### src/rtl/axi4r_pkg.sv
// Shared AXI4 read-channel widths, encodings and arbiter state type.
package axi4r_pkg;

    localparam int unsigned AXI4R_ADDR_W  = 32;
    localparam int unsigned AXI4R_ID_W    = 4;
    localparam int unsigned AXI4R_LEN_W   = 8;
    localparam int unsigned AXI4R_DATA_W  = 64;
    localparam int unsigned AXI4R_SIZE_W  = 3;
    localparam int unsigned AXI4R_BURST_W = 2;
    localparam int unsigned AXI4R_RESP_W  = 2;

    typedef enum logic [1:0] {
        BURST_FIXED = 2'b00,
        BURST_INCR  = 2'b01,
        BURST_WRAP  = 2'b10
    } axi4r_burst_e;

    typedef enum logic [1:0] {
        IDLE,
        ADDR,
        DATA
    } arb_state_e;

    typedef struct packed {
        logic [AXI4R_ADDR_W-1:0]  addr;
        logic [AXI4R_ID_W-1:0]    id;
        logic [AXI4R_LEN_W-1:0]   len;
        logic [AXI4R_SIZE_W-1:0]  size;
        logic [AXI4R_BURST_W-1:0] burst;
    } axi4r_ar_t;

    function automatic logic [AXI4R_LEN_W-1:0] sat_inc(input logic [AXI4R_LEN_W-1:0] v);
        return (v == '1) ? v : v + 1'b1;
    endfunction

endpackage

### src/rtl/rr_pick.sv
// Combinational round-robin picker: first requester after ptr, searching cyclically.
module rr_pick #(
    parameter int unsigned N     = 2,
    parameter int unsigned IDX_W = $clog2(N)
) (
    input  logic [N-1:0]     req,
    input  logic [IDX_W-1:0] ptr,
    output logic             gnt_valid,
    output logic [IDX_W-1:0] gnt_idx
);

    logic [IDX_W-1:0] cand;

    always_comb begin
        gnt_valid = 1'b0;
        gnt_idx   = '0;
        cand      = '0;
        for (int unsigned k = 1; k <= N; k++) begin
            cand = IDX_W'((32'(ptr) + k) % N);
            if (!gnt_valid && req[cand]) begin
                gnt_valid = 1'b1;
                gnt_idx   = cand;
            end
        end
    end

endmodule

### src/rtl/axi4r_arbiter.sv
// Round-robin arbiter sharing one AXI4 read channel among NUM_M masters, one burst at a time,
// with a beat-count versus ARLEN check.
module axi4r_arbiter
    import axi4r_pkg::*;
#(
    parameter int unsigned NUM_M = 2,
    parameter int unsigned IDX_W = $clog2(NUM_M)
) (
    input  logic                  clk,
    input  logic                  rst,
    input  logic [NUM_M-1:0]      m_arvalid,
    output logic [NUM_M-1:0]      m_arready,
    input  logic [NUM_M*32-1:0]   m_araddr,
    input  logic [NUM_M*4-1:0]    m_arid,
    input  logic [NUM_M*8-1:0]    m_arlen,
    input  logic [NUM_M*3-1:0]    m_arsize,
    input  logic [NUM_M*2-1:0]    m_arburst,
    output logic [NUM_M-1:0]      m_rvalid,
    input  logic [NUM_M-1:0]      m_rready,
    output logic [NUM_M*64-1:0]   m_rdata,
    output logic [NUM_M*2-1:0]    m_rresp,
    output logic [NUM_M-1:0]      m_rlast,
    output logic [NUM_M*4-1:0]    m_rid,
    output logic                  s_arvalid,
    input  logic                  s_arready,
    output logic [31:0]           s_araddr,
    output logic [3:0]            s_arid,
    output logic [7:0]            s_arlen,
    output logic [2:0]            s_arsize,
    output logic [1:0]            s_arburst,
    input  logic                  s_rvalid,
    output logic                  s_rready,
    input  logic [63:0]           s_rdata,
    input  logic [1:0]            s_rresp,
    input  logic                  s_rlast,
    input  logic [3:0]            s_rid,
    output logic                  busy,
    output logic [IDX_W-1:0]      grant,
    output logic                  len_err
);

    arb_state_e             state_q;
    logic [IDX_W-1:0]       ptr_q;
    logic [IDX_W-1:0]       grant_q;
    logic [AXI4R_LEN_W-1:0] count_q;
    logic                   len_err_q;
    logic                   err_seen_q;
    axi4r_ar_t              ar_q;

    axi4r_ar_t              req_ar [NUM_M];
    logic                   pick_valid;
    logic [IDX_W-1:0]       pick_idx;
    logic                   rd_active;
    logic                   beat;

    for (genvar i = 0; i < NUM_M; i++) begin : g_unpack
        assign req_ar[i] = {m_araddr[32*i +: 32], m_arid[4*i +: 4], m_arlen[8*i +: 8],
                            m_arsize[3*i +: 3], m_arburst[2*i +: 2]};
    end

    rr_pick #(
        .N     (NUM_M),
        .IDX_W (IDX_W)
    ) u_pick (
        .req       (m_arvalid),
        .ptr       (ptr_q),
        .gnt_valid (pick_valid),
        .gnt_idx   (pick_idx)
    );

    // Ready is gated by rst so no handshake is advertised while reset is held.
    always_comb begin
        m_arready = '0;
        if (state_q == IDLE && pick_valid && !rst) begin
            m_arready[pick_idx] = 1'b1;
        end
    end

    assign rd_active = (state_q == DATA);
    assign beat      = rd_active & s_rvalid & s_rready;

    always_comb begin
        m_rvalid = '0;
        m_rdata  = '0;
        m_rresp  = '0;
        m_rlast  = '0;
        m_rid    = '0;
        s_rready = rd_active & m_rready[grant_q];
        for (int unsigned i = 0; i < NUM_M; i++) begin
            if (rd_active && grant_q == IDX_W'(i)) begin
                m_rvalid[i]        = s_rvalid;
                m_rdata[64*i +: 64] = s_rdata;
                m_rresp[2*i +: 2]  = s_rresp;
                m_rlast[i]         = s_rlast;
                m_rid[4*i +: 4]    = s_rid;
            end
        end
    end

    assign s_arvalid = (state_q == ADDR);
    assign s_araddr  = ar_q.addr;
    assign s_arid    = ar_q.id;
    assign s_arlen   = ar_q.len;
    assign s_arsize  = ar_q.size;
    assign s_arburst = ar_q.burst;
    assign busy      = (state_q != IDLE);
    assign grant     = grant_q;
    assign len_err   = len_err_q;

    always_ff @(posedge clk or posedge rst) begin
        if (rst) begin
            state_q    <= IDLE;
            ptr_q      <= IDX_W'(NUM_M - 1);
            grant_q    <= '0;
            count_q    <= '0;
            len_err_q  <= 1'b0;
            err_seen_q <= 1'b0;
            ar_q       <= '0;
        end else begin
            len_err_q <= 1'b0;
            case (state_q)
                IDLE: begin
                    if (pick_valid) begin
                        ar_q    <= req_ar[pick_idx];
                        grant_q <= pick_idx;
                        state_q <= ADDR;
                    end
                end
                ADDR: begin
                    if (s_arready) begin
                        state_q    <= DATA;
                        count_q    <= '0;
                        err_seen_q <= 1'b0;
                    end
                end
                DATA: begin
                    if (beat) begin
                        count_q <= sat_inc(count_q);
                        // count_q holds beats already taken, so the expected last beat sees len.
                        if (s_rlast) begin
                            state_q <= IDLE;
                            ptr_q   <= grant_q;
                            if (!err_seen_q && count_q != ar_q.len) begin
                                len_err_q <= 1'b1;
                            end
                        end else if (!err_seen_q && count_q == ar_q.len) begin
                            len_err_q  <= 1'b1;
                            err_seen_q <= 1'b1;
                        end
                    end
                end
                default: state_q <= IDLE;
            endcase
        end
    end

endmodule

### config.mk
export PLATFORM = sky130hd
export DESIGN_NAME = axi4r_arbiter
export DESIGN_NICKNAME = d
export VERILOG_FILES = /design/src/rtl/axi4r_pkg.sv /design/src/rtl/rr_pick.sv /design/src/rtl/axi4r_arbiter.sv
export SDC_FILE = /design/constraint.sdc
export NUM_CORES = 1
export LEC_CHECK = 0
export ABC_AREA = 1
export CAP_MARGIN = 30
export CORE_AREA = 2 2 145 147
export CTS_BUF_LIST = sky130_fd_sc_hd__clkbuf_8
export DETAILED_ROUTE_END_ITERATION = 8
export DIE_AREA = 0 0 147 149
export HOLD_SLACK_MARGIN = 0.1
export PLACE_DENSITY = 0.58
export SYNTH_ARGS = -nofsm -noshare
export SYNTH_HDL_FRONTEND = slang
export SYNTH_SLANG_ARGS = --single-unit
### constraint.sdc
create_clock -name clk -period 2.61 [get_ports clk]
set_input_delay 0.3915 -clock clk [delete_from_list [all_inputs] [get_ports clk]]
set_output_delay 0.3915 -clock clk [all_outputs]
set_load 0.005 [all_outputs]
After elaboration in Yosys (flattened, before gate mapping)

Index checks and enable logic that the tools add are counted.

Register bits after elaboration: 63
Input bits: 177
Output and inout bits: 200
Word-level logic and storage cells: 101

Add/sub/neg operators: 3
Order comparisons: 6
Eq/ne operators: 12
Muxes and demuxes: 45
Bitwise gates (word level): 5
Reductions and logical operators: 19

Operators by type and width:

| operator                                                   | number |
|---|---|
| two-way mux 49 bit                                         | 3 |
| two-way mux 64 bit                                         | 2 |
| two-way mux 1 bit                                          | 24 |
| two-way mux 8 bit                                          | 3 |
| case mux 8 bit (2 select lines)                            | 1 |
| two-way mux 2 bit                                          | 7 |
| adder 8 x 1 -> 8 bit, second input constant                | 1 |
| equality test 8 bit                                        | 1 |
| equality test 8 bit, second input constant                 | 1 |
| logical AND 1 bit                                          | 8 |
| less-than comparator 1 x 2 -> 1 bit, second input constant | 4 |
| two-way mux 4 bit                                          | 2 |
| inequality test 2 bit, second input constant               | 4 |
| inequality test 8 bit                                      | 1 |
| AND reduction 4 bit                                        | 2 |
| inequality test 2 x 1 -> 1 bit, second input constant      | 3 |
| case mux 2 bit (3 select lines)                            | 1 |
| AND reduction 5 bit                                        | 1 |
| nonzero test 2 bit                                         | 2 |
| bitwise AND 1 bit                                          | 3 |
| zero test 1 bit                                            | 3 |
| AND reduction 3 bit                                        | 1 |
| adder 1 bit, second input constant                         | 2 |
| equality test 2 x 1 -> 1 bit, second input constant        | 1 |
| other kinds (9)                                            | 9 |

Depth between registers and ports, before layout

Gate-level depths: netlist (run 1).

Depth in word-level cells: 12
Mapped depth: 10
Mapped depth without buffers: 10

Cells and area by module

Synthesis (run 1) repeated with hierarchy kept, for this count alone.

Cells, all modules: 581
Area total of the unflattened synthesis: 3,834.9 sq um

Modules (own cells, without submodules):

| module        | instances | cells an instance | area each (sq um) | seq. area each (sq um) |
|---|---|---|---|---|
| axi4r_arbiter | 1         | 578               | 3,819.9           | 1,577.8 |
| rr_pick       | 1         | 3                 | 15.0              | 0.0 |

Worst setup path before layout (run 1)

OpenSTA, ideal clock, no wires.

Path kind: register -> output
Start: register state_q[0]
End: output port m_rdata[0]
Arrival: 1.163 ns
Required time: 2.219 ns
Slack: 1.055 ns
Stages on the path, launching flop included: 6
Buffers on the path: 2
Path through: dfrtp_1 nor2_4 buf_2 nand2_1 buf_2 nor2_1

Longest elaborated chain between the ends: 3

Ends and longest elaborated chain:

| what                     | RTL line             | RTL |
|---|---|---|
| start: declaration       | axi4r_arbiter.sv:42  | `arb_state_e state_q;` |
| start signal: assignment | axi4r_arbiter.sv:112 | `state_q <= IDLE;` |
| start signal: assignment | axi4r_arbiter.sv:126 | `state_q <= ADDR;` |
| start signal: assignment | axi4r_arbiter.sv:131 | `state_q <= DATA;` |
| equality test 2 bit      | axi4r_arbiter.sv:79  | `assign rd_active = (state_q == DATA);` |
| logical AND 1 bit        | axi4r_arbiter.sv:90  | `if (rd_active && grant_q == IDX_W'(i)) begin` |
| two-way mux 64 bit       | axi4r_arbiter.sv:90  |  |
| end: declaration         | axi4r_arbiter.sv:20  | `output logic [NUM_M*64-1:0] m_rdata,` |

Every way passes these cells.

Final worst setup path (run 1)

Start: register state_q[0]
End: output port m_rdata[101]

The elaborated chain is that of the path after synthesis.

==> results.sh, run 1 <==
export IMPL_cp_start_kind="register"
export IMPL_end_kind="output pin"
export IMPL_final_nets=1169
export IMPL_cts_tree="built"
export IMPL_drc=0
export IMPL_grt_max_degree=80
export IMPL_synthCells=628
export IMPL_top_level_ports=377
export IMPL_grt_antenna_before_repair=2
export IMPL_max_stage_delay_ps=560
export IMPL_finalPower_mw=6.38
export IMPL_crit_slowest_cell="clkdlybuf4s50_1"
export IMPL_insertion_delay_ps=350
export IMPL_ys_flop_type="dfrtp_1"
export IMPL_yosys_warnings=0
export IMPL_synth_seq_cells=63
export IMPL_avgRoutedWirePerCell_um=15.6
export IMPL_fin_cells=1273
export IMPL_ys_async_sr_fraction_pct=100
export IMPL_root_buffer="clkbuf_8"
export IMPL_clkTransAtPathRegs_ps=70
export IMPL_cts_htree_levels=3
export IMPL_port_buffers=376
export IMPL_crit_chain="nor2_4, nand2_2, buf_12, nor2_1, clkdlybuf4s50_1"
export IMPL_fillers=2137
export IMPL_areaGrowthSynthToFinish_pct=107
export IMPL_grt_pass1_vias=5151
export IMPL_cp_data_required_time_ps=2220
export IMPL_drt_pass1_iter_count=4
export IMPL_ff2ff_setup_slack_ps=790
export IMPL_finalHoldViolations=0
export IMPL_path_buf_inv=2
export IMPL_outcome="complete, no violations"
export IMPL_ir_worst_vdd_uv=782
export IMPL_drive_above_1_share_pct=4.32
export IMPL_netlist_area_mm2=0.00401
export IMPL_critPathKind="register to output pin"
export IMPL_p_leak_nw=3.64
export IMPL_numCtsBuffers=9
export IMPL_dp_hpwl_um=15900
export IMPL_die_h_um=149
export IMPL_grt_use_total_pct=17.6
export IMPL_drtAntennaViolNets=0
export IMPL_tightest_slew_ps=789
export IMPL_critPathTopFamily="buffers and inverters"
export IMPL_grt_setup_unrepaired="no"
export IMPL_synth_most_common_cell="nor2_1"
export IMPL_grt_pass1_wl_um=29600
export IMPL_place_gp_congestion=0.813
export IMPL_synthDistinctLibCells=29
export IMPL_yosysTopAreaCell="dfrtp_1"
export IMPL_final_max_slew_viol_count=0
export IMPL_fmax_mhz=409
export IMPL_row_count=53
export IMPL_synth_area_leaders="dfrtp_1, nor2_1, nand2_1"
export IMPL_initial_utilization_pct=19.5
export IMPL_hold_slack_ps=402
export IMPL_final_area_mm2=0.00829
export IMPL_overflow=0
export IMPL_cts_setup_buffers=0
export IMPL_cts_path_max_buffers=2
export IMPL_placed_area_mm2=0.00808
export IMPL_period_needed_ps=2450
export IMPL_synth_top_area_share_pct=38.7
export IMPL_syn_num_nets=806
export IMPL_arrival_ps=2050
export IMPL_drt_iter0_drc=185
export IMPL_cts_resized=0
export IMPL_dr_total_vias=5220
export IMPL_crit_fanout=72
export IMPL_synth_edff_count=0
export IMPL_design_core_area_mm2=0.0206
export IMPL_slew_headroom_pct=47.4
export IMPL_cts_num_sinks=63
export IMPL_wl_um=19800
export IMPL_setup_violations=0
export IMPL_ff_latch_area_mm2=0.00158
export IMPL_ys_seq_area_share_pct=39.4
export IMPL_die_area_mm2=0.0219
export IMPL_maxCapViolCount=0
export IMPL_fin_crit_sh_pct=93.7
export IMPL_viasPerCell=4.10
export IMPL_synth_common_cells="nor2_1, nand2_1, inv_1"
export IMPL_multi_input_area_mm2=0.00194
export IMPL_skew_ps=14.0
export IMPL_dp_cells=1255
export IMPL_ctsHoldBuffers=0
export IMPL_syn_area_per_cell_um2=6.38
export IMPL_die_x_um=147
export IMPL_setup_tns_final_ps=0
export IMPL_powerDensity_mw_per_mm2=770
export IMPL_min_path_type="input pin to async pin"
power by group:
group	switching [mW]	total (mW)	internal, mW
sequential	0.298	1.72	1.42
combinational	1.72	3.75	2.03
clock	0.405	0.918	0.514
total	2.43	6.38	3.96
layout make-up:
type                       instances  share of cell area, %
multi-input combinational        441                   23.3
tap                              275                   4.15
clock inverter                     4                  0.543
sequential                        63                   19.0
inverter                          89                   4.03
clock buffer                      12                   1.99
antenna                            2                 0.0604
timing repair buffer             387                   46.8
metrics by stage:
stage	worst slack [ps]	util [%]
2_1_floorplan	650	-
3_3_place_gp	401	39.3
3_5_place_dp	400	39.3
4_1_cts	134	40.3
5_1_grt	29.2	40.3
6_report	165	40.3
registers in the layout, summed over array words and instances, names as in the netlist:
| signal | count |
|---|---|
| ptr_q | 1 |
| err_seen_q | 1 |
| s_araddr | 32 |
| len_err | 1 |
| s_arsize | 3 |
| grant | 1 |
| s_arlen | 8 |
| s_arburst | 2 |
| s_arid | 4 |
| count_q | 8 |
| state_q | 2 |
cells by family after synthesis:
group / synth area share [%]
compound gates: 6.93
buf+inv: 12.5
xor+xnor: 2.19
flops: 39.4
fa+ha+maj: 0.312
simple gates: 38.7
path summary, 6_finish.rpt:
| check | startpoint | to | cells past startpoint |
|---|---|---|---|
| min reg2reg | err_seen_q | err_seen_q | 2 |
| max reg2reg | state_q[0] | s_araddr[15] | 6 |
| max | state_q[0] | m_rdata[101] | 5 |
| max in group asynchronous | rst | ptr_q | 3 |
| min | rst | s_araddr[4] | 2 |
| min in group clk | err_seen_q | err_seen_q | 2 |
layer usage:
metal  vias to the layer above  routed length (um)  global-route usage (%)  share of wire (%)
li1                       2633                   -                       -                  -
met1                      2336                7680                    19.2                 39
met2                       236               10200                    33.1                 52
met3                        15                1680                    5.50                8.5
met4                         0                 227                    4.28                1.1
met5                         -                   0                       0                  0
cells in the final DEF (no fill, tap or decap), types with 4 or more instances in the layout:
master           count
inv_2                7
xnor2_1              6
o22ai_1              4
a21oi_1              4
nor2_1             223
nand3_1             10
xor2_1               4
a31oi_1             29
nand2_1            104
inv_1               84
clkdlybuf4s50_1    376
nor3_1              39
dfrtp_1             62
clkbuf_8            12
buf_4                8
Power figures use the tool's default switching activity.
==> run 2: changes to the inputs <==
CTS_CLUSTER_SIZE = 20   (was unset)
==> results of run 2 <==
Final layout, timing and power as in run 1 (identical DEF).
==> run 3: changes to the inputs <==
CORE_AREA = 2 2 144 146   (was 2 2 145 147)
DIE_AREA = 0 0 146 148   (was 0 0 147 149)
SYNTH_HIERARCHICAL = 1   (was unset)
==> results.sh, run 3 <==
export IMPL_outcome="complete, no violations"
export IMPL_syn_num_nets=759
export IMPL_end_kind="output pin"
export IMPL_tightest_slew_ps=570
export IMPL_cts_resized=0
export IMPL_ys_seq_area_share_pct=41.1
export IMPL_drc=0
export IMPL_period_needed_ps=2510
export IMPL_areaGrowthSynthToFinish_pct=110
export IMPL_fillers=2128
export IMPL_synth_edff_count=0
export IMPL_syn_area_per_cell_um2=6.60
export IMPL_insertion_delay_ps=350
export IMPL_avgRoutedWirePerCell_um=15.6
export IMPL_synth_area_leaders="dfrtp_1, nor2_1, inv_1"
export IMPL_ff_latch_area_mm2=0.00158
export IMPL_cp_data_required_time_ps=2220
export IMPL_grt_pass1_wl_um=28900
export IMPL_synth_common_cells="nor2_1, inv_1, dfrtp_1"
export IMPL_multi_input_area_mm2=0.00175
export IMPL_critPathKind="register to output pin"
export IMPL_min_path_type="input pin to async pin"
export IMPL_final_max_slew_viol_count=0
export IMPL_mostFrequentLayoutCells="clkdlybuf4s50_1, nor2_1, inv_1"
export IMPL_crit_fanout=72
export IMPL_slew_headroom_pct=62.0
export IMPL_arrival_ps=2120
export IMPL_fin_cells=1222
export IMPL_die_x_um=146
export IMPL_grt_use_total_pct=17.2
export IMPL_synthCells=581
export IMPL_ir_worst_vdd_uv=514
export IMPL_viasPerCell=4.05
export IMPL_synth_most_common_cell="nor2_1"
export IMPL_max_stage_delay_ps=520
export IMPL_drt_pass1_iter_count=4
export IMPL_setup_violations=0
export IMPL_p_leak_nw=3.52
export IMPL_grt_pass1_vias=5036
export IMPL_dr_total_vias=4944
export IMPL_cts_num_sinks=63
export IMPL_top_level_ports=377
export IMPL_ys_async_sr_fraction_pct=100
export IMPL_place_gp_congestion=0.832
export IMPL_grt_max_degree=73
export IMPL_synthDistinctLibCells=29
export IMPL_cts_tree="built"
export IMPL_cp_start_kind="register"
export IMPL_ys_flop_type="dfrtp_1"
export IMPL_clkTransAtPathRegs_ps=70
export IMPL_overflow=0
export IMPL_die_area_mm2=0.0216
export IMPL_crit_chain="nor2_2, buf_4, nand2_2, buf_12, nor2_1, clkdlybuf4s50_1"
export IMPL_largest_reg_flops=32
export IMPL_powerDensity_mw_per_mm2=767
export IMPL_synth_top_area_share_pct=40.5
export IMPL_finalHoldViolations=0
export IMPL_drt_iter0_drc=123
export IMPL_skew_ps=13.6
export IMPL_dp_cells=1204
export IMPL_design_core_area_mm2=0.0200
export IMPL_grt_setup_unrepaired="yes"
export IMPL_port_buffers=376
export IMPL_fmax_mhz=398
export IMPL_yosys_warnings=6
export IMPL_fin_crit_sh_pct=96.2
export IMPL_maxCapViolCount=0
export IMPL_cts_htree_levels=3
export IMPL_drtAntennaViolNets=0
export IMPL_finalPower_mw=6.19
export IMPL_die_h_um=148
export IMPL_dp_hpwl_um=15400
export IMPL_numCtsBuffers=9
export IMPL_crit_slowest_cell="clkdlybuf4s50_1"
export IMPL_root_buffer="clkbuf_8"
export IMPL_synth_seq_cells=63
export IMPL_cts_path_max_buffers=2
export IMPL_drive_above_1_share_pct=4.53
export IMPL_wl_um=19100
export IMPL_netlist_area_mm2=0.00383
export IMPL_row_count=52
export IMPL_grt_antenna_before_repair=2
export IMPL_final_nets=1123
export IMPL_yosysTopAreaCell="dfrtp_1"
export IMPL_initial_utilization_pct=19.1
export IMPL_final_common_cell="clkdlybuf4s50_1"
## run 3: layout make-up
| class | instances | area share [%] |
|---|---|---|
| Multi-Input combinational cell | 395 | 21.7 |
| Timing Repair Buffer | 386 | 47.9 |
| Clock inverter | 6 | 0.760 |
| Antenna cell | 2 | 0.0620 |
| Tap cell | 270 | 4.19 |
| Sequential cell | 63 | 19.6 |
| Clock buffer | 10 | 1.71 |
| Inverter | 90 | 4.19 |
## run 3: cells by family after synthesis
logic type,after synthesis,synth area share (%)
simple gates,319,32.5
buf+inv,123,13.4
fa+ha+maj,1,0.326
xor+xnor,11,2.51
flops,63,41.1
compound gates,64,10.1
## run 3: path summary, 6_finish.rpt
| check | from | endpoint | slack, ps | cells after the start |
|---|---|---|---|---|
| setup / recovery | state_q[0] | m_rdata[36] | 100 | 6 |
| hold / removal | rst | s_araddr[12] | 490 | 3 |
| setup reg to reg | state_q[0] | count_q[0] | 990 | 9 |
| max in group asynchronous | rst | s_araddr[22] | 1700 | 3 |
| hold reg to reg | err_seen_q | err_seen_q | 490 | 2 |
| min in group clk | err_seen_q | err_seen_q | 490 | 2 |
## run 3: metal layers
| layer | vias to the layer above | routed length, um | track usage [%] |
|---|---|---|---|
| met1 | 2181 | 7040 | 18.3 |
| met2 | 251 | 9970 | 32.0 |
| met4 | 0 | 294 | 4.66 |
| met3 | 18 | 1800 | 6.20 |
| met5 | - | 0 | 0 |
| li1 | 2494 | - | - |
## run 3: where the power goes
| group | switching [mW] | total, mW | internal, mW |
|---|---|---|---|
| clock network | 0.403 | 0.866 | 0.464 |
| registers | 0.313 | 1.73 | 1.42 |
| logic | 1.64 | 3.60 | 1.96 |
## run 3: worst max-delay path, delay by kind of cell, from the launching register on
family                 cells  cell delay (ps)
buffers and inverters      3              920
flip-flops                 1              410
AND/OR/NAND/NOR            3              400
## run 3: what timing repair did
action,4_1_cts,5_1_grt
buffers inserted,0,0
hold buffers,0,0
endpoints found under the setup margin,0,2
## run 3: stage by stage
stage                     cell area [um^2]  hold WS [ps]  worst slack [ps]  setup TNS, ps  util [%]
final                                 8070           490              98.4              0      40.3
after CTS                             8060           493              54.5              0      40.2
after floorplan                       3830           449               650              0         -
after global routing                  8060           531             -22.3          -36.1      40.2
after detailed placement              7870           477               207              0      39.2
after global placement                7870           475               133              0      39.2
